**src/rtl/avg_window_sequencer.sv**
```systemverilog
// rtl/avg_window_sequencer.sv - sequences the sample averager over a run of acquisition windows (optional watchdog: AVG_SEQ_TIMEOUT_EN)
module avg_window_sequencer #(
  parameter int DATA_IN_WIDTH  = 12,
  parameter int DATA_OUT_WIDTH = 21,
  parameter int SAMPLING_RATE  = 512,
  parameter int WIN_CNT_WIDTH  = 8,
  parameter int TIMEOUT_CYCLES = 64
) (
  input  logic                      clk,
  input  logic                      rst,
  input  logic                      i_start,
  input  logic                      i_abort,
  input  logic [WIN_CNT_WIDTH-1:0]  i_num_win,
  input  logic                      s_valid,
  input  logic [DATA_IN_WIDTH-1:0]  s_data,
  output logic                      s_ready,
  output logic                      avg_clr,
  output logic                      avg_valid,
  output logic [DATA_OUT_WIDTH-1:0] avg_data,
  input  logic                      avg_flag,
  input  logic [DATA_OUT_WIDTH-1:0] avg_result,
  output logic                      m_valid,
  output logic [DATA_OUT_WIDTH-1:0] m_data,
  output logic                      m_last,
  input  logic                      m_ready,
  output logic                      o_busy,
  output logic                      o_done,
  output logic                      o_err
);

  // TIMEOUT_CYCLES only sizes the watchdog; the zero term keeps it referenced when the watchdog is compiled out
  localparam int SCW = $clog2(SAMPLING_RATE) + 0 * TIMEOUT_CYCLES;

  typedef enum logic [1:0] {S_IDLE, S_RUN, S_WAIT, S_OUT} state_t;

  state_t                   state;
  logic [SCW-1:0]           samp_cnt;
  logic [WIN_CNT_WIDTH-1:0] win_idx;
  logic [WIN_CNT_WIDTH-1:0] num_win;
  logic                     accept;
  logic                     last_win;

  assign s_ready  = (state == S_RUN);
  assign accept   = s_valid & s_ready;
  assign o_busy   = (state != S_IDLE);
  assign last_win = (win_idx == num_win - WIN_CNT_WIDTH'(1));
  // the final result leaving the block ends the run; an abort in the same cycle wins
  assign o_done   = (state == S_OUT) & m_valid & m_ready & m_last & ~i_abort;

`ifdef AVG_SEQ_TIMEOUT_EN
  localparam int TW = $clog2(TIMEOUT_CYCLES + 1);
  logic [TW-1:0] wait_cnt;
`else
  assign o_err = 1'b0;
`endif

  // main sequencer: window/sample bookkeeping, averager feed, result capture and handoff
  always_ff @(posedge clk or negedge rst) begin
    if (!rst) begin
      state     <= S_IDLE;
      samp_cnt  <= '0;
      win_idx   <= '0;
      num_win   <= '0;
      avg_clr   <= 1'b0;
      avg_valid <= 1'b0;
      avg_data  <= '0;
      m_valid   <= 1'b0;
      m_data    <= '0;
      m_last    <= 1'b0;
`ifdef AVG_SEQ_TIMEOUT_EN
      wait_cnt  <= '0;
      o_err     <= 1'b0;
`endif
    end else begin
      avg_clr   <= 1'b0;
      avg_valid <= 1'b0;
      if (state != S_IDLE && i_abort) begin
        // abort drops everything in flight, including an unread result
        state    <= S_IDLE;
        samp_cnt <= '0;
        m_valid  <= 1'b0;
        m_last   <= 1'b0;
        avg_clr  <= 1'b1;
      end else begin
        case (state)
          S_IDLE: begin
            if (i_start && !i_abort) begin
              num_win  <= (i_num_win == '0) ? WIN_CNT_WIDTH'(1) : i_num_win;
              win_idx  <= '0;
              samp_cnt <= '0;
              avg_clr  <= 1'b1;
`ifdef AVG_SEQ_TIMEOUT_EN
              o_err    <= 1'b0;
`endif
              state    <= S_RUN;
            end
          end
          S_RUN: begin
            if (accept) begin
              avg_valid <= 1'b1;
              avg_data  <= DATA_OUT_WIDTH'(s_data);
              if (samp_cnt == SCW'(SAMPLING_RATE - 1)) begin
                samp_cnt <= '0;
`ifdef AVG_SEQ_TIMEOUT_EN
                wait_cnt <= '0;
`endif
                state    <= S_WAIT;
              end else begin
                samp_cnt <= samp_cnt + SCW'(1);
              end
            end
          end
          S_WAIT: begin
            if (avg_flag) begin
              m_data  <= avg_result;
              m_valid <= 1'b1;
              m_last  <= last_win;
              state   <= S_OUT;
            end
`ifdef AVG_SEQ_TIMEOUT_EN
            else if (wait_cnt == TW'(TIMEOUT_CYCLES - 1)) begin
              o_err   <= 1'b1;
              avg_clr <= 1'b1;
              state   <= S_IDLE;
            end else begin
              wait_cnt <= wait_cnt + TW'(1);
            end
`endif
          end
          S_OUT: begin
            if (m_ready) begin
              m_valid <= 1'b0;
              m_last  <= 1'b0;
              if (m_last) begin
                state <= S_IDLE;
              end else begin
                win_idx <= win_idx + WIN_CNT_WIDTH'(1);
                state   <= S_RUN;
              end
            end
          end
          default: state <= S_IDLE;
        endcase
      end
    end
  end

endmodule
```
**config.mk**
```make
export PLATFORM = sky130hd
export DESIGN_NAME = avg_window_sequencer
export DESIGN_NICKNAME = d
export VERILOG_FILES = /design/src/rtl/avg_window_sequencer.sv
export SDC_FILE = /design/constraint.sdc
export NUM_CORES = 1
export LEC_CHECK = 0
export ABC_CLOCK_PERIOD_IN_PS = 3200
export CAP_MARGIN = 10
export CORE_MARGIN = 2
export CORE_UTILIZATION = 47
export CTS_CLUSTER_DIAMETER = 40
export DETAILED_ROUTE_END_ITERATION = 12
export GPL_ROUTABILITY_DRIVEN = 0
export PLACE_DENSITY = 0.87
export SLEW_MARGIN = 20
export SYNTH_ARGS = -nofsm -noshare
export SYNTH_HDL_FRONTEND = slang
export SYNTH_SLANG_ARGS = --single-unit
```
**constraint.sdc**
```tcl
create_clock -name clk -period 3.2 [get_ports clk]
set_clock_uncertainty 0.2 [all_clocks]
set_input_delay 0.32 -clock clk [delete_from_list [all_inputs] [get_ports clk]]
set_output_delay 0.32 -clock clk [all_outputs]
set_load 0.02 [all_outputs]
```
==> run_results.csv, run 1 <==
group,metric,value,unit
outcome,status,"finished, final reports clean",
clock_tree,insertion_delay,330,ps
synth,ys_types,40,
synth,synth_edf_count,0,
timing,drv_slew,0,
clock_tree,cts-root-buf,"clkbuf_8",
worst_setup_path,slowest_delay,610,ps
route,drt_iter0_drc,109,
layout,antenna_cells,0,
route,drt_wl_total,6.89,mm
worst_setup_path,cp_max_fo,16,
floorplan,core-area,6420,µm²
timing,tns,0,ps
timing,period_minus_slack,2670,ps
power,p_total,3910,µW
clock_tree,cts_htree_levels,3,
route,wl_per_cell,15.0,µm
route,postRouteAntennaNets,0,
timing,setup_viol,0,
floorplan,ios,98,
placed_design,placed_cell_area,4090,µm²
timing,finalWorstSetupSlack,527,ps
synth,syn-instance-count,286,
synth,async_flop_share,100,%
timing,tightest_slew,655,ps
timing,min_period_over_period,83.5,%
run,max_cap_viol_count,0,
layout,mostFrequentLayoutCells,"86 x clkdlybuf4s50_1, 64 x dfrtp_1, 38 x mux2_2, 24 x o21ai_0, 19 x nand2_1",
timing,max-slew-margin-rel,56.2,%
worst_setup_path,crit_type,"reg -> out",
layout,layout_commonest_cell,"clkdlybuf4s50_1",
synth,ys.warnings.count,0,
route,drt_pass1_iterations,4,
grt,globalRouteOverflowTotal,0,
timing,rsz0062_at_grt,"false",
route,drc,0,
synth,netlist_area,3170,µm²
placed_design,pre_cts_slack,584,ps
worst_setup_path,crit_path_start_kind,"register",
clock_tree,cts_tree,"yes",
grt,grt_max_degree,27,
floorplan,die_area,7410,µm²
floorplan,die_w,86.1,µm
layout,drive_above_1_share,16.7,%
synth,synth_seq_cells,64,
clock_tree,clkSinkCount,64,
clock_tree,cts.clk_slew.worst_paths,70,ps
layout,area_growth,37.4,%
clock_tree,cts_buffer_depth,2,
floorplan,num_rows,29,
clock_tree,numCtsBuffers,9,
synth,synthFlopType,"dfrtp_1",
layout,nFillCells,493,
power,p_leak,0.00189,µW
worst_setup_path,cp_slowest_cell,"clkdlybuf4s50_1",
placed_design,hpwlAfterDp,5.14,mm
worst_hold_path,hp-class,"reg -> reg",
power,cellPowerDensity,900,nW/µm²
floorplan,die_y,86.1,µm
grt,grt_pass1_wl,11.3,mm
route,viasPerCell,5.32,
route,via_count,2446,
layout,nets,434,
grt,grt_antenna_before_repair,0,
placed_design,portBuffers,87,
grt,grt_pass1_vias,2435,
floorplan,initial_core_util,49.3,%
layout,finalCoreUtilization,67.7,%
worst_setup_path,critPathRequiredTime,2680,ps
power,max-vdd-ir-drop,408,µV
grt,grt_usage,19.3,%
synth,yosysSeqAreaShare,50.6,%
layout,final_area,4350,µm²
synth,syn_area_per_cell,11.1,µm²
timing,clock.fmax,374,MHz
timing,finalHoldViolCount,0,
clock_tree,cts_setup_buffers,0,
worst_setup_path,arrival,2150,ps
worst_setup_path,crit_chain,"ha_1 > nand2b_1 > nor2_1 > clkdlybuf4s50_1",
worst_setup_path,endpoint_kind,"output pin",
==> worst max-delay path, delay by kind of cell (launching register included) <==
kind                       cells  cell delay [ps]
adders and majority gates      1              490
buffers and inverters          1              610
and+or+nand+nor                2              270
DFF                            1              450
==> logic make-up (layout without fill, tap and decap cells) <==
kind of cell,count (synthesis),after routing,share of synthesized area (%)
simple gates,80,80,13.4
xor+xnor,11,11,3.04
flops,64,64,50.6
other cells,1,10,0.118
buf+inv,32,120,5.30
fa+ha+maj,8,8,3.16
mux,44,44,15.6
compound gates,46,46,8.85
==> report_power, final <==
group,internal [µW],switching [µW],leakage [µW]
Sequential,1110,214,0.000803
Combinational,889,835,0.000966
Clock,543,321,0.000123
Total,2540,1370,0.00189
==> Yosys cell counts, types with 7 or more instances <==
cell | n | area (µm²)
xnor2_1 | 7 | 61.3
nand2_1 | 19 | 71.3
nand3_1 | 10 | 50.1
mux2_2 | 38 | 428
o21ai_0 | 24 | 120
a21oi_1 | 7 | 35.0
inv_1 | 11 | 41.3
buf_4 | 11 | 82.6
ha_1 | 8 | 100
nor2_1 | 11 | 41.3
dfrtp_1 | 64 | 1600
nand2b_1 | 7 | 43.8
and3_1 | 7 | 43.8
==> registers in the layout, indices dropped and copies added, names as in the netlist <==
name	count
avg_valid	1
m_valid	1
state	2
win_idx	8
m_data	21
num_win	8
avg_data	12
samp_cnt	9
m_last	1
avg_clr	1
==> through the flow <==
stage / hold WS [ps] / instances
6_report: 306 / 460
5_1_grt: 322 / 460
4_1_cts: 307 / 460
3_5_place_dp: 157 / 443
3_3_place_gp: 276 / 442
2_1_floorplan: -176 / 295
==> what timing repair did <==
item | in CTS | in global routing
hold endpoints to repair | 24 | 0
hold buffers | 1 | 0
gates resized for setup | 0 | 0
==> path summary, 6_finish.rpt <==
| kind | from | endpoint | slack (ps) | cells after the start |
|---|---|---|---|---|
| min in group asynchronous | rst | num_win[1] | 320 | 2 |
| min | m_data[1] | m_data[1] | 310 | 1 |
| max reg2reg | samp_cnt[0] | samp_cnt[4] | 600 | 8 |
| min reg2reg | m_data[1] | m_data[1] | 310 | 1 |
| max | state[0] | o_done | 530 | 4 |
| max in group asynchronous | rst | m_data[18] | 1740 | 4 |
==> routing by layer <==
metal,routed length (µm),vias to the layer above,global-route usage (%)
li1,-,1162,-
met1,3000,1198,24.2
met2,3410,80,33.3
met3,407,6,4.23
met4,73,0,6.06
met5,0,-,0
==> area by class of cell <==
| class | instances | area, µm² | area share [%] |
|---|---|---|---|
| clock buffers | 10 | 138 | 3.17 |
| clock inverters | 6 | 115 | 2.65 |
| inverters | 11 | 41.3 | 0.950 |
| multi-input cells | 199 | 1430 | 32.9 |
| flip-flops and latches | 64 | 1600 | 36.8 |
| well taps | 77 | 96.3 | 2.22 |
| repair buffers | 93 | 926 | 21.3 |
No activity file was read; power rests on OpenSTA's default activity.
==> inputs of run 2 (changes only) <==
--- a/config.mk
+++ b/config.mk
@@ -5,7 +5,7 @@
 export SDC_FILE = /design/constraint.sdc
 export NUM_CORES = 1
 export LEC_CHECK = 0
-export ABC_CLOCK_PERIOD_IN_PS = 3200
+export ABC_CLOCK_PERIOD_IN_PS = 2500
 export CAP_MARGIN = 10
 export CORE_MARGIN = 2
 export CORE_UTILIZATION = 47
==> constraint.sdc (replaced) <==
create_clock -name clk -period 2.5 [get_ports clk]
set_clock_uncertainty 0.2 [all_clocks]
set_input_delay 0.25 -clock clk [delete_from_list [all_inputs] [get_ports clk]]
set_output_delay 0.25 -clock clk [all_outputs]
set_load 0.02 [all_outputs]
==> run 2 against run 1 <==
Net effect:
- critical path depth up 4
- first-iteration DRC count is 37% higher
- via count hardly changed
- wire length decreased by 0.73%
- highest routed layer unchanged
==> run_results.csv, run 2 (synthesis results as in run 1) <==
group,metric,value,unit
layout,area_growth,34.6,%
route,drt_pass1_iterations,4,
layout,regArea,1600,µm²
grt,grt_pass1_vias,2481,
grt,grt_pass1_wl,11.4,mm
worst_hold_path,min_to,"samp_cnt[8]",
power,combPwrFrac,48.4,%
grt,grt_max_degree,65,
outcome,status,"finished, final reports clean",
worst_setup_path,crit_family,"simple AND/OR/NAND/NOR gates",
worst_setup_path,r2r-end,"samp_cnt[3]",
worst_setup_path,cpMostUsedCell,"and3_1",
worst_setup_path,cp_max_fo,6,
worst_setup_path,rrSetupSlack,160,ps
timing,drv_slew,0,
timing,tightest_slew,800,ps
layout,antenna_cells,0,
power,max-vdd-ir-drop,544,µV
layout,nets,437,
layout,nFillCells,489,
clock_tree,cts_htree_levels,3,
floorplan,ios,98,
route,drc,0,
timing,min_period_over_period,93.7,%
placed_design,portBuffers,87,
worst_setup_path,endpoint_kind,"register",
route,drt_wl_total,6.84,mm
timing,hold_ws,295,ps
clock_tree,cts-root-buf,"clkbuf_8",
floorplan,die_w,86.1,µm
worst_setup_path,crit_path_start_kind,"register",
timing,period_minus_slack,2340,ps
power,p_total,4660,µW
layout,regMostFlops,"m_data",
placed_design,pre_cts_slack,72.9,ps
worst_setup_path,crit_start,"samp_cnt[0]",
placed_design,hpwlAfterDp,5.09,mm
worst_setup_path,slowest_delay,420,ps
layout,multi_input_area,1440,µm²
timing,finalHoldViolCount,0,
layout,final_area,4260,µm²
power,power_frac_seq,36.3,%
floorplan,die_area,7410,µm²
grt,globalRouteOverflowTotal,0,
worst_setup_path,reg2reg_from,"samp_cnt[0]",
power,cellPowerDensity,1090,nW/µm²
route,via_count,2444,
power,netSwitchingFraction,36.4,%
layout,largest_registers,"m_data (21), avg_data (12), samp_cnt (9)",
timing,finalWorstSetupSlack,157,ps
power,p_int,2970,µW
worst_setup_path,crit_chain,"ha_2 > and3_1 > and3_1 > and3_1 > ha_1 > nand3b_1 > or2_4 > o31ai_1",
clock_tree,cts_buffer_depth,2,
layout,drive_above_1_share,17.3,%
timing,tns,0,ps
power,power.switching,1700,µW
clock_tree,insertion_delay,320,ps
timing,clock.fmax,427,MHz
layout,largest_reg_flops,21,
floorplan,initial_core_util,49.3,%
worst_setup_path,arrival,2380,ps
worst_setup_path,worst-path-buf-inv,0,
layout,layout_commonest_cell,"clkdlybuf4s50_1",
clock_tree,clkSinkCount,64,
grt,grt_antenna_before_repair,0,
worst_hold_path,hp-class,"reg -> reg",
timing,setup_viol,0,
floorplan,die_y,86.1,µm
route,drt_iter0_drc,149,
worst_hold_path,min_from,"samp_cnt[8]",
placed_design,placed_cell_area,4100,µm²
worst_setup_path,reg2regPathDepth,8,
route,wl_per_cell,14.9,µm
power,clock_power_share,15.3,%
floorplan,core-area,6420,µm²
layout,mostFrequentLayoutCells,"86 x clkdlybuf4s50_1, 64 x dfrtp_1, 38 x mux2_2, 23 x o21ai_0, 19 x nand2_1",
worst_setup_path,cp_slowest_cell,"dfrtp_1",
route,postRouteAntennaNets,0,
power,p_leak,0.00185,µW
clock_tree,cts_setup_buffers,0,
clock_tree,cts_tree,"yes",
timing,rsz0062_at_grt,"false",
timing,max-slew-margin-rel,46.7,%
worst_hold_path,hold-path-cell-count,2,
worst_setup_path,crit_type,"reg -> reg",
grt,grt_usage,19.4,%
floorplan,num_rows,29,
run,max_cap_viol_count,0,
clock_tree,cts.clk_slew.worst_paths,60,ps
route,viasPerCell,5.32,
clock_tree,numCtsBuffers,9,
worst_setup_path,critPathRequiredTime,2530,ps
==> run 2: cell types whose count changed in the layout (fill, tap and decap cells not counted), sizes merged <==
cell,previous run,this run
bufinv,3,0
clkinv,1,2
inv,12,11
buf,6,9
clkinvlp,1,0
==> run 2: power by group through the flow <==
stage | Combinational (µW) | Clock (µW) | Sequential, µW
after floorplan | 970 | 0 | 2030
after global placement | 2190 | 0 | 1680
after detailed placement | 2260 | 0 | 1720
after CTS | 2270 | 725 | 1700
after global routing | 2430 | 773 | 1740
final | 2260 | 712 | 1690
==> run 2: how the worst max path moves through the flow <==
stage | end | slack, ps | depth (start not counted)
5_1_grt | samp_cnt[3] | 3 | 8
2_1_floorplan | samp_cnt[3] | 130 | 8
4_1_cts | samp_cnt[3] | 80 | 8
6_report | samp_cnt[3] | 160 | 8
3_5_place_dp | samp_cnt[3] | 70 | 8
3_3_place_gp | samp_cnt[3] | 190 | 8
==> run 2: worst min-delay path: cells and delay by family, from the launching register on <==
family / cells / cell delay (ps)
DFF: 1 / 340
AOI/OAI and AO/OA: 1 / 60
and+or+nand+nor: 1 / 50
==> run 2: layer usage <==
metal | GRT usage [%] | share of wire, % | wire [µm] | up-vias
li1 | - | - | - | 1167
met1 | 24.7 | 45 | 3090 | 1185
met2 | 31.6 | 47 | 3210 | 82
met3 | 4.81 | 6.2 | 426 | 10
met4 | 8.08 | 1.7 | 119 | 0
met5 | 0 | 0 | 0 | -
==> run 2: per-stage QoR <==
stage                     util [%]  std cells
after CTS                     66.2        459
after detailed placement      63.8        446
final                         66.3        459
after global placement        63.8        446
after floorplan                  -        295
after global routing          66.3        459
==> run 2: cell type report <==
class                   instances  area share [%]
well taps                      77            2.26
clock buffers                  10            3.23
clock inverters                 2           0.235
inverters                      11           0.969
flip-flops and latches         64            37.6
multi-input cells             199            33.7
repair buffers                 96            22.0
==> run 2: timing repair <==
item / in CTS / in global routing
resized for setup: 0 / 4
setup endpoints to repair: 0 / 9
hold buffers: 1 / 0
hold endpoints to repair: 64 / 0
==> inputs of run 3 (changes only) <==
--- a/config.mk
+++ b/config.mk
@@ -5,13 +5,14 @@
 export SDC_FILE = /design/constraint.sdc
 export NUM_CORES = 1
 export LEC_CHECK = 0
-export ABC_CLOCK_PERIOD_IN_PS = 2500
+export ABC_CLOCK_PERIOD_IN_PS = 2250
 export CAP_MARGIN = 10
 export CORE_MARGIN = 2
 export CORE_UTILIZATION = 47
 export CTS_CLUSTER_DIAMETER = 40
 export DETAILED_ROUTE_END_ITERATION = 12
 export GPL_ROUTABILITY_DRIVEN = 0
+export HOLD_SLACK_MARGIN = 0.08
 export PLACE_DENSITY = 0.87
 export SLEW_MARGIN = 20
 export SYNTH_ARGS = -nofsm -noshare
==> constraint.sdc (replaced) <==
create_clock -name clk -period 2.25 [get_ports clk]
set_clock_uncertainty 0.2 [all_clocks]
set_input_delay 0.225 -clock clk [delete_from_list [all_inputs] [get_ports clk]]
set_output_delay 0.225 -clock clk [all_outputs]
set_load 0.02 [all_outputs]
==> run 3 against run 2 <==
Net effect:
- the run now ends with negative setup slack left
- combinational power grew 18%
- sequential share of layout area shrank 1.3 points
- register-to-register slack lost 160 ps
- non-clock buffer count grew 7
- maximum frequency grew 3.8%
==> run_results.csv, run 3 (synthesis results as in run 1) <==
group,metric,value,unit
timing,setup_viol,1,
layout,mostFrequentLayoutCells,"84 x clkdlybuf4s50_1, 63 x dfrtp_1, 38 x mux2_2, 20 x o21ai_0, 19 x nand2_1",
grt,grt_max_degree,65,
layout,drive_above_1_share,21.7,%
route,drt_iter0_drc,97,
grt,grt_antenna_before_repair,0,
route,viasPerCell,5.33,
layout,regMostFlops,"m_data",
clock_tree,cts_buffer_depth,2,
timing,clock.fmax,443,MHz
timing,min_period_over_period,100,%
grt,globalRouteOverflowTotal,0,
worst_setup_path,crit_path_start_kind,"register",
outcome,status,"finished with violations",
grt,grt_usage,20.5,%
floorplan,initial_core_util,49.3,%
clock_tree,cts_tree,"yes",
route,drt_pass1_iterations,4,
floorplan,die_area,7410,µm²
route,drc,0,
worst_setup_path,reg2reg_from,"samp_cnt[0]",
layout,largest_registers,"m_data (21), avg_data (12), samp_cnt (9)",
power,p_leak,0.00192,µW
floorplan,core-area,6420,µm²
placed_design,portBuffers,87,
route,postRouteAntennaNets,0,
layout,nets,444,
run,max_cap_viol_count,0,
timing,drv_slew,0,
clock_tree,cts_htree_levels,3,
clock_tree,cts.clk_slew.worst_paths,70,ps
outcome,violations,"negative setup slack",
power,cellPowerDensity,1230,nW/µm²
route,wl_per_cell,16.3,µm
layout,nFillCells,469,
worst_setup_path,arrival,2270,ps
layout,fin_cells,469,
floorplan,ios,98,
layout,layout_commonest_cell,"clkdlybuf4s50_1",
clock_tree,insertion_delay,340,ps
route,via_count,2499,
worst_setup_path,rrSetupSlack,-7,ps
worst_setup_path,cp_max_fo,7,
worst_setup_path,r2r-end,"samp_cnt[1]",
worst_hold_path,hp-class,"in -> async",
clock_tree,cts-root-buf,"clkbuf_8",
floorplan,die_y,86.1,µm
worst_setup_path,crit_type,"reg -> reg",
clock_tree,clkSinkCount,64,
grt,grt_pass1_wl,11.7,mm
timing,finalHoldViolCount,0,
placed_design,hpwlAfterDp,5.39,mm
worst_setup_path,reg2regPathDepth,8,
power,max-vdd-ir-drop,802,µV
placed_design,dpl.cell_count,449,
timing,finalWorstSetupSlack,-7.44,ps
layout,antenna_cells,0,
timing,tns,-7.44,ps
layout,area_growth,39.4,%
layout,largest_reg_flops,21,
route,drt_wl_total,7.63,mm
floorplan,num_rows,29,
placed_design,pre_cts_slack,-39.4,ps
floorplan,die_w,86.1,µm
worst_setup_path,critPathRequiredTime,2260,ps
timing,period_minus_slack,2260,ps
clock_tree,numCtsBuffers,9,
worst_setup_path,endpoint_kind,"register",
grt,grt_pass1_vias,2538,
layout,finalCoreUtilization,68.7,%
## run 3: through the flow
stage / hold slack [ps] / instance area (µm²) / power [µW]
after floorplan: -271 / 3230 / 3350
after global routing: 284 / 4410 / 5750
after CTS: 228 / 4350 / 5400
after global placement: 61.2 / 4170 / 4370
after detailed placement: 64.1 / 4170 / 4500
final: 240 / 4410 / 5440
## run 3: area by class of cell
type	count	area (µm²)	share of cell area, %
Clock buffer	12	155	3.52
Clock inverter	3	17.5	0.397
Inverter	11	41.3	0.936
Multi-Input combinational cell	199	1480	33.6
Sequential cell	64	1600	36.3
Tap cell	77	96.3	2.18
Timing Repair Buffer	103	1020	23.1
## run 3: layer usage
metal	share of wire (%)	track usage [%]	wire length [µm]	up-vias
met5	0	0	0	-
met4	1.1	5.63	85	0
met3	4.8	6.06	367	10
met2	55	37.2	4210	80
met1	39	23.3	2970	1223
li1	-	-	-	1186
## run 3: timing repair
action                                  4_1_cts  5_1_grt
buffers inserted                              0        4
endpoints found under the setup margin        2       13
endpoints found under the hold margin        64        0
pin swaps                                     0        4
gates resized for setup                       2       12
hold buffers                                  1        0
## run 3: critical path, cell delays in order, from the launching register on
cell and delay, ps:
dfrtp_2 440, ha_4 170, and3_4 150, and3_4 180, and3_4 170, ha_2 160, nand3b_1 200, buf_6 170
o31ai_1 300
## run 3: report_power, final
part / total [µW] / switching, µW / internal, µW
clock network: 885 / 435 / 450
registers: 1890 / 302 / 1580
logic: 2660 / 1280 / 1390
total: 5440 / 2010 / 3420
## run 3: how the worst max path moves through the flow
stage	startpoint	endpoint	slack (ps)
2_1_floorplan	samp_cnt[1]	samp_cnt[3]	-40
3_3_place_gp	samp_cnt[0]	samp_cnt[3]	40
3_5_place_dp	samp_cnt[0]	samp_cnt[3]	-40
4_1_cts	samp_cnt[0]	samp_cnt[3]	2
5_1_grt	samp_cnt[0]	samp_cnt[1]	-80
6_report	samp_cnt[0]	samp_cnt[1]	-7
